<file path="config.mk">
export PLATFORM = sky130hd
export DESIGN_NAME = if_fetch
export DESIGN_NICKNAME = d
export VERILOG_FILES = /design/src/rtl/if_fetch_pkg.sv /design/src/rtl/if_fetch_inst_queue.sv /design/src/rtl/if_fetch.sv
export SDC_FILE = /design/constraint.sdc
export NUM_CORES = 1
export LEC_CHECK = 0
export CAP_MARGIN = 15
export CORE_ASPECT_RATIO = 0.75
export CORE_MARGIN = 3
export CORE_UTILIZATION = 48
export DETAILED_ROUTE_END_ITERATION = 8
export MAX_ROUTING_LAYER = met4
export PLACE_DENSITY = 0.8
export SLEW_MARGIN = 20
export SYNTH_ARGS = -nofsm -noshare
export SYNTH_HDL_FRONTEND = slang
export SYNTH_SLANG_ARGS = --single-unit
</file>
<file path="constraint.sdc">
create_clock -name clk -period 7.1 [get_ports clk]
set_clock_uncertainty 0.15 [all_clocks]
set_input_delay 1.065 -clock clk [delete_from_list [all_inputs] [get_ports clk]]
set_output_delay 1.065 -clock clk [all_outputs]
set_load 0.005 [all_outputs]
</file>
<file path="src/rtl/if_fetch_pkg.sv">
// Shared types and constants for the instruction-fetch stage: flow codes, FSM states, queue entry.
// Pure declarations; no logic.
package if_fetch_pkg;

    localparam int CPU_WIDTH  = 32;
    localparam int FLOW_WIDTH = 2;
    localparam int BUF_DEPTH  = 2;
    localparam int PTR_W      = 2;

    localparam logic [FLOW_WIDTH-1:0] FLOW_WORK    = 2'd0;
    localparam logic [FLOW_WIDTH-1:0] FLOW_STOP    = 2'd1;
    localparam logic [FLOW_WIDTH-1:0] FLOW_REFRESH = 2'd2;

    localparam logic [31:0] INST_NOP = 32'h0000_0013;

    typedef enum logic [1:0] {
        IF_IDLE = 2'd0,
        IF_REQ  = 2'd1,
        IF_RESP = 2'd2
    } if_state_e;

    typedef struct packed {
        logic [31:0]          inst;
        logic [CPU_WIDTH-1:0] addr;
    } q_entry_t;

    // Fetches are always word reads; low address bits are ignored.
    function automatic logic [CPU_WIDTH-1:0] word_align(input logic [CPU_WIDTH-1:0] a);
        return {a[CPU_WIDTH-1:2], 2'b00};
    endfunction

endpackage

</file>
<file path="src/rtl/if_fetch_inst_queue.sv">
// Two-entry instruction queue of {inst, addr} with synchronous clear.
// Latency: push visible at head next cycle. Backpressure: caller must not push when full unless popping.
// Clear has priority over push/pop; pointers carry a wrap bit so full/empty need no extra flag.
module if_inst_queue
    import if_fetch_pkg::*;
(
    input  logic             clk,
    input  logic             rst_n,
    input  logic             push,
    input  logic             pop,
    input  logic             clear,
    input  q_entry_t         push_dat,
    output q_entry_t         head_dat,
    output logic             full,
    output logic             empty,
    output logic [PTR_W-1:0] count
);

    logic [PTR_W-1:0] wr_ptr;
    logic [PTR_W-1:0] rd_ptr;
    q_entry_t         mem [BUF_DEPTH];

    always_ff @(posedge clk) begin
        if (!rst_n || clear) begin
            wr_ptr <= '0;
            rd_ptr <= '0;
        end else begin
            if (push) wr_ptr <= wr_ptr + 1'b1;
            if (pop)  rd_ptr <= rd_ptr + 1'b1;
        end
    end

    always_ff @(posedge clk) begin
        if (push && !clear) mem[wr_ptr[0]] <= push_dat;
    end

    assign count    = wr_ptr - rd_ptr;
    assign full     = (count == 2'd2);
    assign empty    = (wr_ptr == rd_ptr);
    assign head_dat = mem[rd_ptr[0]];

    assert property (@(posedge clk) disable iff (!rst_n) !(push && full && !pop));

endmodule

</file>
<file path="src/rtl/if_fetch.sv">
// Instruction fetch: one outstanding word read per curr_pc, results queued two-deep for decode.
// Latency: pc sampled T, gnt T+1, rvalid T+2, inst_valid_o T+3. Backpressure: if_stall_o while busy or queue full.
// IF_PERF_CNT_EN adds perf_fetch_o / perf_stall_o counters.
module if_fetch
    import if_fetch_pkg::*;
#(
    parameter logic [31:0] NOP_INST = INST_NOP
) (
    input  logic                  clk,
    input  logic                  rst_n,
    input  logic [FLOW_WIDTH-1:0] flow_if_i,
    input  logic [CPU_WIDTH-1:0]  curr_pc_i,
    output logic                  ibus_req_o,
    output logic [CPU_WIDTH-1:0]  ibus_addr_o,
    input  logic                  ibus_gnt_i,
    input  logic                  ibus_rvalid_i,
    input  logic [31:0]           ibus_rdata_i,
    output logic [31:0]           inst_o,
    output logic [CPU_WIDTH-1:0]  inst_addr_o,
    output logic                  inst_valid_o,
    input  logic                  id_ready_i,
    output logic                  if_stall_o
`ifdef IF_PERF_CNT_EN
    ,
    output logic [31:0]           perf_fetch_o,
    output logic [31:0]           perf_stall_o
`endif
);

    if_state_e            state_q;
    if_state_e            state_nxt;
    logic [CPU_WIDTH-1:0] addr_q;
    logic                 drop_q;
    logic                 latch_pc;

    logic                 flow_work;
    logic                 flow_refresh;
    logic                 rsp_accept;
    logic                 push;
    logic                 pop;
    logic [2:0]           occupancy;
    logic                 launch_ok;

    q_entry_t             head;
    logic                 q_full;
    logic                 q_empty;
    logic [PTR_W-1:0]     q_count;

    // Any code other than WORK/STOP behaves as a refresh.
    assign flow_work    = (flow_if_i == FLOW_WORK);
    assign flow_refresh = (flow_if_i != FLOW_WORK) && (flow_if_i != FLOW_STOP);

    assign rsp_accept = (state_q == IF_RESP) && ibus_rvalid_i;
    assign push       = rsp_accept && !drop_q && !flow_refresh;
    assign pop        = inst_valid_o && id_ready_i;

    // A response landing this cycle still occupies a slot when deciding the next launch.
    assign occupancy = {1'b0, q_count} + {2'b00, push};
    assign launch_ok = flow_work && (occupancy < 3'd2);

    always_comb begin
        state_nxt = state_q;
        latch_pc  = 1'b0;
        case (state_q)
            IF_IDLE: begin
                if (launch_ok) begin
                    state_nxt = IF_REQ;
                    latch_pc  = 1'b1;
                end
            end
            IF_REQ: begin
                if (ibus_gnt_i) state_nxt = IF_RESP;
            end
            IF_RESP: begin
                if (ibus_rvalid_i) begin
                    if (launch_ok) begin
                        state_nxt = IF_REQ;
                        latch_pc  = 1'b1;
                    end else begin
                        state_nxt = IF_IDLE;
                    end
                end
            end
            default: state_nxt = IF_IDLE;
        endcase
    end

    always_ff @(posedge clk) begin
        if (!rst_n) begin
            state_q <= IF_IDLE;
            addr_q  <= '0;
            drop_q  <= 1'b0;
        end else begin
            state_q <= state_nxt;
            if (latch_pc) addr_q <= word_align(curr_pc_i);
            // A refresh while a read is open poisons that read's response.
            if (rsp_accept)
                drop_q <= 1'b0;
            else if (flow_refresh && (state_q != IF_IDLE))
                drop_q <= 1'b1;
        end
    end

    if_inst_queue u_queue (
        .clk      (clk),
        .rst_n    (rst_n),
        .push     (push),
        .pop      (pop),
        .clear    (flow_refresh),
        .push_dat ('{inst: ibus_rdata_i, addr: addr_q}),
        .head_dat (head),
        .full     (q_full),
        .empty    (q_empty),
        .count    (q_count)
    );

    assign ibus_req_o   = (state_q == IF_REQ);
    assign ibus_addr_o  = addr_q;
    assign inst_valid_o = !q_empty;
    assign inst_o       = q_empty ? NOP_INST : head.inst;
    assign inst_addr_o  = q_empty ? '0 : head.addr;
    assign if_stall_o   = (state_q != IF_IDLE) || q_full;

`ifdef IF_PERF_CNT_EN
    always_ff @(posedge clk) begin
        if (!rst_n) begin
            perf_fetch_o <= '0;
            perf_stall_o <= '0;
        end else begin
            if (push)       perf_fetch_o <= perf_fetch_o + 32'd1;
            if (if_stall_o) perf_stall_o <= perf_stall_o + 32'd1;
        end
    end
`endif

endmodule

</file>
==> flow_metrics.tcl <==
set metrics [dict create \
    cap_violations 0 \
    post-dp-hpwl_um 8370 \
    avgRoutedWirePerCell_um 16.5 \
    dieArea_um2 14500 \
    final_cell_mix "162 x clkdlybuf4s50_1, 124 x edfxtp_1, 92 x mux2i_1" \
    path_cells "inv_1, ha_1, and2_2, buf_4, nor2_1, clkdlybuf4s50_1" \
    grt_pass1_vias 3928 \
    rows 35 \
    syn_area_per_cell_um2 14.1 \
    track_usage_pct 18.5 \
    grt_pass1_wl_um 20400 \
    grt_max_degree 65 \
    max_stage_delay_ns 0.52 \
    cts.sinks 162 \
    ys_types 29 \
    ys_ff_latch 162 \
    worstSetupEndpointType "output port" \
    crit_arrival_ns 2.94 \
    status "finished clean" \
    viasPerCell 4.93 \
    period_share_pct 58.5 \
    min_period_ns 4.16 \
    initial_utilization_pct 50.1 \
    fill_cells 881 \
    cts_resized 0 \
    seqCellArea_um2 4490 \
    root_buffer "clkbuf_16" \
    cts_max_level 4 \
    fin_ws_ns 2.94 \
    worst_pin_slew_ns 1.08 \
    antenna_left 0 \
    vias 3872 \
    placed_area_um2 8030 \
    holdCritPathClass "flip-flop to flip-flop" \
    pre_cts_ws_ns 3.09 \
    p_leak_nw 2.86 \
    grt.overflow.total 0 \
    routed_wirelength_um 12900 \
    fmax_ghz 0.241 \
    final_core_util_pct 69.0 \
    crit_path_start_kind "flip-flop" \
    diodes 0 \
    ctsHoldBuffers 0 \
    drive_gt1_share_pct 6.29 \
    synth.cell_area_um2 6280 \
    drc 0 \
    numCtsBuffers 17 \
    critPathMaxFanout 35 \
    cts_tree "done" \
    mostFrequentLayoutCell "clkdlybuf4s50_1" \
    drtPass1Iterations 5 \
    vdd_drop_max_v 0.000150 \
    worstSkewPairLatency_ns 0.40 \
    syn_to_final_growth_pct 37.7 \
    crit_type "flip-flop to output port" \
    cp_data_required_time_ns 5.88 \
    die_y_um 105 \
    drt_iter0_drc 165 \
    postCtsSetupBuffers 0 \
    slew_headroom_pct 28.0 \
    setup_viol 0 \
    io_pins 170 \
    finalNetCount 679 \
    setup_tns_ns 0 \
    port_buffers 163 \
    synth_cells 445 \
    slowest_stage "and2_2" \
    maxSlewViolCount 0 \
    seq_area_frac_synth_pct 71.4 \
    die_x_um 138 \
    multiInputGateArea_um2 1660 \
    clock_path_buffers 2 \
    place.gp.congestion 0.743 \
    antenna_found_initial 0 \
    final-hold-violation-count 0 \
    rsz0062_at_grt "no" \
    design_area_um2 8650 \
    clkSlewWorstSetupHoldPaths_ns 0.06 \
    yosysWarnings 0 \
    p_per_area_nw_per_um2 239 \
    core_area_um2 12500 \
]
## metal layers
metal | track usage (%) | vias to the layer above | wire [um]
met2 | 29.7 | 153 | 6320
met1 | 22.9 | 1825 | 5490
met3 | 5.22 | 15 | 979
li1 | - | 1879 | -
met5 | - | - | 0
met4 | 6.21 | 0 | 159
## power by group
part	internal [W]	switching (W)
logic	0.0000622	0.0000354
registers	0.00103	0.0000113
clock network	0.000585	0.000339
total	0.00168	0.000385
## area by class of cell
type,instances,area share [%]
inverters,6,0.260
clock buffers,21,5.09
multi-input cells,252,19.2
repair buffers,168,19.3
flip-flops and latches,162,51.9
well taps,166,2.40
clock inverters,11,1.87
## state kept, by name, summed over array words and instances (netlist names), named ones only
signal and cells:
drop_q 1, ibus_addr_o 30, state_q 2, u_queue.wr_ptr 2, u_queue.mem 124, u_queue.rd_ptr 2
## cell usage after synthesis (all sizes together)
library cell    n  area [um^2]
nand2b          1         6.26
nor2           66          248
nor4            2         25.0
nand2          64          240
mux2i          92          921
edfxtp        124         3720
nor3            2         21.3
ha              1         12.5
dfxtp          38          761
xnor2           6         60.1
or3             1         6.26
inv             6         22.5
a21oi           2         10.0
a211o           1         8.76
a211oi          1         7.51
a22oi           1         7.51
buf            10         77.6
and2            1         6.26
o21ai           2         10.0
o21a            1         7.51
conb            1         3.75
clkbuf         18         67.6
nand3b          1         7.51
nor2b           3         18.8
## critical path: cells and delay by family, from the launching register on
| family | cells | cell delay [ns] |
|---|---|---|
| adders and majority gates | 1 | 0.39 |
| buffers and inverters | 3 | 1.06 |
| DFF | 1 | 0.38 |
| and+or+nand+nor | 2 | 0.67 |
## path summary, 6_finish.rpt
path / start / end / slack [ns] / cells after the start
hold / removal: ibus_addr_o[10] / u_queue.mem[1][8] / 0.33 / 0
setup reg to reg: state_q[1] / u_queue.mem[0][56] / 4.24 / 4
hold reg to reg: ibus_addr_o[10] / u_queue.mem[1][8] / 0.33 / 0
setup / recovery: u_queue.wr_ptr[0] / inst_addr_o[13] / 2.94 / 6
## through the flow
stage | power (W) | cells | hold slack [ns]
final | 0.00206 | 786 | 0.331
after global routing | 0.00213 | 786 | 0.354
after CTS | 0.00208 | 785 | 0.329
after detailed placement | 0.00116 | 753 | 0.313
after global placement | 0.00115 | 753 | 0.316
after floorplan | 0.00109 | 448 | 0.315
## cell families after synthesis
group / synth area share (%)
flops: 71.4
buf+inv: 2.67
fa+ha+maj: 0.199
mux: 14.7
xor+xnor: 0.956
simple gates: 9.23
compound gates: 0.817
other cells: 0.0597
Note: power is estimated with default switching activity, not from simulation.
